===== config.mk =====
export PLATFORM = sky130hd
export DESIGN_NAME = boolean_function_1b
export DESIGN_NICKNAME = d
export VERILOG_FILES = /design/src/rtl/boolean_function_1b.sv
export SDC_FILE = /design/constraint.sdc
export NUM_CORES = 1
export LEC_CHECK = 0
export BUFFER_PORTS_ARGS = -buffer_cell sky130_fd_sc_hd__buf_2
export CORE_AREA = 5 5 42 44
export DETAILED_ROUTE_END_ITERATION = 8
export DIE_AREA = 0 0 47 49
export PLACE_DENSITY_LB_ADDON = 0.05
export SYNTH_ARGS = -nofsm -noshare
export SYNTH_HDL_FRONTEND = slang
export SYNTH_SLANG_ARGS = --single-unit

===== constraint.sdc =====
create_clock -name clk -period 1.7 [get_ports clk]
set_clock_uncertainty 0.15 [all_clocks]
set_input_delay 0 -clock clk [delete_from_list [all_inputs] [get_ports clk]]
set_output_delay 0 -clock clk [all_outputs]
set_load 0.02 [all_outputs]

===== src/rtl/boolean_function_1b.sv =====
// Three-input function d = (a & ~b) | c with a registered copy, a one-hot
// minterm decode and a saturating count of cycles where the registered result was high.
module boolean_function_1b #(
  parameter int CNT_W = 8
) (
  input  logic             clk,
  input  logic             rst,
  input  logic             a,
  input  logic             b,
  input  logic             c,
  output logic             d,
  output logic             d_q,
  output logic [7:0]       minterm,
  output logic [CNT_W-1:0] hi_cnt
);

  localparam logic [CNT_W-1:0] CntMax = '1;
  localparam logic [CNT_W-1:0] CntOne = CNT_W'(1);

  logic             dreg_q;
  logic             dreg_d;
  logic [CNT_W-1:0] cnt_q;
  logic [CNT_W-1:0] cnt_d;

  always_comb begin
    d       = (a & ~b) | c;
    minterm = 8'b0000_0001 << {a, b, c};
  end

  // The counter looks at the registered result from before this edge, so it lags d_q by one cycle.
  always_comb begin
    dreg_d = d;
    cnt_d  = cnt_q;
    if (dreg_q && (cnt_q != CntMax)) begin
      cnt_d = cnt_q + CntOne;
    end
  end

  always_ff @(posedge clk or posedge rst) begin
    if (rst) begin
      dreg_q <= 1'b0;
      cnt_q  <= '0;
    end else begin
      dreg_q <= dreg_d;
      cnt_q  <= cnt_d;
    end
  end

  assign d_q    = dreg_q;
  assign hi_cnt = cnt_q;

endmodule


==> reports/summary.txt, run 1 <==
crit path from: hi_cnt[0]$_DFFE_PP0P_
maxcap violations: 0
Hold Vio Cnt, Final: 0
Unique masters post-synth: 22
Synth Flop Type: dfrtp_1
DRC: 0
r2r setup slk: 150 ps
Slowest Stage Delay on Critical Path: 400 ps
setup bufs post-CTS: 0
Die Ht: 49 um
GR Overflow Total: 0
yosys warns: 0
final period utilization: 0.914
Die Wd: 47 um
leakage power: 0.350 nW
# diodes: 0
Critical Path Source Type: register
Worst Setup EP: hi_cnt[1]$_DFFE_PP0P_
CP Max Fanout: 5
largest net degree at the start of global routing: 10
Detailed Route Iter0 Violations: 3
Rows: 14
area grow syn2layout: 39.6%
Slew HR: 0.776
total power: 1.05 mW
worst-case clock buffer depth: 2
Synth async-reset ratio: 1.00
Root Buffer: clkbuf_4
Finished Layout Cells: 97
Worst EP required: 1690 ps
critical path type: reg -> reg
worst min path class: in -> async
Seq/Total Area, Yosys: 0.455
CP Cell Sequence: ha_2, nand3_1, o21ai_2, mux2_2
Reg clk slew, reported paths: 60 ps
Final GP Congestion: 0.721
share of post-route cells with drive strength above 1: 0.407
f_max: 643 MHz
Slowest-stage cell, CP: dfrtp_1
Synth Register Bits: 9
minimum clock period: 1550 ps
first drt pass iteration count: 3
setup violators final: 0
Place WS: 134 ps
Final Util: 0.494
drt via density: 5.01
nets: 88
unrepaired setup endpoints after global routing: false
R2R depth: 4
post-synth net total: 57
post-route worst setup slack: 146 ps
Sink Count: 9
Pwr Density: 1520 nW/um2
IO Count: 23
Wirelength per Cell: 11.3 um
core area: 1400 um2
peak supply drop: 0.975 mV
GRT Resource Usage Total: 0.112
Avg Inst Size Synth: 9.72 um2
H-tree levels: 1
remaining antenna violation count: 0
initial antenna violation count: 0
first-pass GRT wire length: 1900 um
cell area after synthesis: 495 um2
Mapped Cells: 51
TNS Setup: 0 ps
total CTS buffers: 3
r2r startpoint: hi_cnt[0]$_DFFE_PP0P_
status: completed
number of global-route vias before repair: 479
Worst setup EP type: register
Slew Limit Fails: 0
CTS tree: done
PortBufs: 22
Post-Place Cells: 90
critical path data arrival time: 1540 ps
most frequent cells in the layout: buf_2, dfrtp_1, nor2_1, inv_1, nand2_1
worst slew pin tran: 335 ps
WL final: 1090 um
starting density of the core: 0.354
clock latency on the worst-skew pair: 250 ps
die area: 2300 um2
EDFF count, synth: 0
Vias: 486
RR Endpoint: hi_cnt[1]$_DFFE_PP0P_
commonest non-fill, non-tap cell in the layout: buf_2
-- power breakdown --
group          switching (mW)  internal [mW]
clock network          0.0677         0.0900
registers               0.120          0.304
logic                   0.269          0.203
-- state kept, by name (all words and copies together) (netlist names) --
name	flops
hi_cnt	8
d_q	1
-- cell usage after synthesis (all sizes together) (2+ instances only) --
cell	n	area [um2]
dfrtp	9	225
nor2	5	18.8
inv	4	15.0
nand2	4	15.0
a21oi	3	15.0
and3	3	18.8
mux2	3	37.5
nand3	3	20.0
nor3	3	15.0
and4	2	20.0
nand2b	2	12.5
nand4	2	12.5
xnor2	2	17.5
-- critical path: cells and delay by family (launching register included) --
| kind | cells | cell delay, ps |
|---|---|---|
| AOI/OAI and AO/OA | 1 | 190 |
| adders and majority gates | 1 | 230 |
| DFF | 1 | 400 |
| muxes | 1 | 350 |
| and+or+nand+nor | 1 | 120 |
-- stage by stage --
stage               cell area (um2)  hold WS [ps]
floorplan                       495          -322
global placement                633          -164
detailed placement              633          -172
CTS                             689           100
global route                    692           174
finish                          692           100
-- cell families after synthesis --
| group | synth area share |
|---|---|
| simple gates | 0.283 |
| flops | 0.455 |
| compound gates | 0.0960 |
| buf+inv | 0.0303 |
| mux | 0.0757 |
| xor+xnor | 0.0354 |
| fa+ha+maj | 0.0252 |
-- final cells by class --
type | count | area (um2)
timing repair buffer | 26 | 148
inverter | 4 | 15.0
clock buffer | 4 | 26.3
tap | 16 | 20.0
multi-input combinational | 38 | 258
sequential | 9 | 225
fill | 138 | 709
-- how the worst min path moves through the flow --
stage,depth (start not counted),end,slack (ps)
final,3,hi_cnt[0]$_DFFE_PP0P_,100
after global routing,3,hi_cnt[0]$_DFFE_PP0P_,170
after CTS,3,hi_cnt[0]$_DFFE_PP0P_,100
after detailed placement,2,d_q$_DFF_PP0_,-170
after global placement,2,hi_cnt[2]$_DFFE_PP0P_,-160
after floorplan,1,d_q$_DFF_PP0_,-320
-- metal layers --
metal,GRT usage,wire [um]
met2,0.176,480
met5,0,0
met4,0.0553,6
met1,0.133,483
met3,0.0295,122
-- what timing repair did --
action                                  CTS  global route
gates resized for setup                   0             1
hold buffers                              3             0
endpoints found under the hold margin    10             0
endpoints found under the setup margin    0             1
(Power assumes the default switching activity.)
==> run 2: changes to the inputs <==
--- a/config.mk
+++ b/config.mk
@@ -10,4 +10,5 @@
 export DETAILED_ROUTE_END_ITERATION = 8
 export DIE_AREA = 0 0 47 49
+export HOLD_SLACK_MARGIN = 0.1
 export PLACE_DENSITY_LB_ADDON = 0.05
 export SYNTH_ARGS = -nofsm -noshare
==> constraint.sdc (replaced) <==
create_clock -name clk -period 1.7 [get_ports clk]
set_clock_uncertainty 0.15 [all_clocks]
set_input_delay 0.17 -clock clk [delete_from_list [all_inputs] [get_ports clk]]
set_output_delay 0.17 -clock clk [all_outputs]
set_load 0.02 [all_outputs]
==> reports/summary.txt, run 2 (synthesis results as in run 1) <==
CP Cell Sequence: dlygate4sd3_1, buf_2, inv_1, nor3_2, buf_4
WL final: 1090 um (-0.27%)
status: completed
Critical Path Source Type: primary input
critical path data arrival time: 1280 ps (-260 ps)
Detailed Route Iter0 Violations: 3 (unchanged)
Root Buffer: clkbuf_4
core area: 1400 um2 (unchanged)
GR Overflow Total: 0 (unchanged)
worst slew pin tran: 336 ps (+0.316 ps)
Slowest Stage Delay on Critical Path: 520 ps (+120 ps)
nets: 87 (-1.1%)
die area: 2300 um2 (unchanged)
final period utilization: 0.943 (+0.0289)
area grow syn2layout: 39.1%
Slowest-stage cell, CP: dlygate4sd3_1
switching portion of total power: 0.434 (+0.000758)
P_int: 595 uW (-0.19%)
gr busiest metal: met2
total power: 1.05 mW (about the same)
Sink Count: 9 (unchanged)
total CTS buffers: 3 (unchanged)
TNS Setup: 0 ps (unchanged)
initial antenna violation count: 0 (unchanged)
Combinational Power Share: 0.448 (about the same)
unrepaired setup endpoints after global routing: false
f_max: 624 MHz (-3.1%)
commonest non-fill, non-tap cell in the layout: buf_2
minimum clock period: 1600 ps (+49.2 ps)
worst min path class: in -> reg
H-tree levels: 1 (unchanged)
Worst EP required: 1380 ps (-310 ps)
first drt pass iteration count: 3 (unchanged)
remaining antenna violation count: 0 (unchanged)
clock latency on the worst-skew pair: 250 ps (about the same)
Slew HR: 0.776 (about the same)
M2 GR Usage: 0.172 (-0.00452)
most frequent cells in the layout: buf_2, dfrtp_1, nor2_1, inv_1, nand2_1
setup bufs post-CTS: 0 (unchanged)
largest net degree at the start of global routing: 10 (unchanged)
GRT met1 Usage: 0.133 (unchanged)
Die Wd: 47 um (unchanged)
Reg clk slew, reported paths: 50 ps (about the same)
max reg flops: 8 (unchanged)
CTS tree: done
first-pass GRT wire length: 1880 um (-1.1%)
Pwr Density: 1530 nW/um2 (+0.31%)
Hold Vio Cnt, Final: 0 (unchanged)
Die Ht: 49 um (unchanged)
Wirelength per Cell: 11.3 um (+0.76%)
starting density of the core: 0.354 (unchanged)
maxcap violations: 0 (unchanged)
worst-case clock buffer depth: 2 (unchanged)
number of global-route vias before repair: 473 (-1.3%)
met3 usage: 0.0295 (unchanged)
PortBufs: 22 (unchanged)
DRC: 0 (unchanged)
Vias: 484 (-0.41%)
CP Max Fanout: 6 (+1)
register share of total power: 0.403 (about the same)
P_sw: 457 uW (+0.12%)
Worst setup EP type: output pin
GRT Resource Usage Total: 0.110 (-0.00142)
IO Count: 23 (unchanged)
drt via density: 5.04 (+0.63%)
Slew Limit Fails: 0 (unchanged)
setup violators final: 0 (unchanged)
critical path type: in -> out
peak supply drop: 0.974 mV (about the same)
share of post-route cells with drive strength above 1: 0.425 (+0.0176)
leakage power: 0.348 nW (-0.68%)
Rows: 14 (unchanged)
# diodes: 0 (unchanged)
r2r setup slk: 150 ps (about the same)
Clock power frac: 0.150 (about the same)
Final GP Congestion: 0.721 (unchanged)
## run 2: cell types whose count changed in the layout (fill, tap and decap cells not counted), sizes merged
cell         change
dlygate4sd3      -1
## run 2: layout make-up
type,instances,area [um2]
clock buffers,4,26.3
fillers,137,712
well taps,16,20.0
inverters,4,15.0
flip-flops and latches,9,225
multi-input cells,38,263
repair buffers,25,140
## run 2: power by group through the flow
stage	sequential, mW	clock, mW	combinational, mW
finish	0.424	0.158	0.471
detailed placement	0.428	0	0.469
global placement	0.426	0	0.473
global route	0.450	0.173	0.529
CTS	0.424	0.167	0.475
floorplan	0.521	0	0.209
## run 2: per-stage QoR
stage	hold slack, ps	instance area (um2)	setup WS (ps)	utilization	instances
after global placement	6.42	633	145	0.452	90
after detailed placement	-1.75	633	134	0.452	90
after global routing	176	689	26.3	0.492	96
final	150	689	96.8	0.492	96
after floorplan	-152	495	66.5	-	51
after CTS	119	679	110	0.485	96
## run 2: critical path, delay by kind of cell
| family | cells | cell delay (ps) |
|---|---|---|
| AND/OR/NAND/NOR | 1 | 190 |
| buffers and inverters | 4 | 930 |
## run 2: what timing repair did
item | 4_1_cts | 5_1_grt
endpoints found under the setup margin | 0 | 2
endpoints found under the hold margin | 10 | 0
hold buffers | 2 | 0
resized for setup | 0 | 3
## run 2: routing by layer
layer / share of wire / up-vias
met5: 0 / -
met4: 0.0055 / 0
met3: 0.11 / 2
met2: 0.44 / 19
met1: 0.44 / 223
li1: - / 240
## run 2: final timing paths
path,start,end,depth (start not counted)
worst max-delay path,c,minterm[1],5
worst min-delay path,a,d_q$_DFF_PP0_,3
worst max register to register,hi_cnt[0]$_DFFE_PP0P_,hi_cnt[1]$_DFFE_PP0P_,4
worst min register to register,hi_cnt[0]$_DFFE_PP0P_,hi_cnt[0]$_DFFE_PP0P_,1
max in group asynchronous,rst,hi_cnt[5]$_DFFE_PP0P_,3
min in group asynchronous,rst,hi_cnt[0]$_DFFE_PP0P_,3
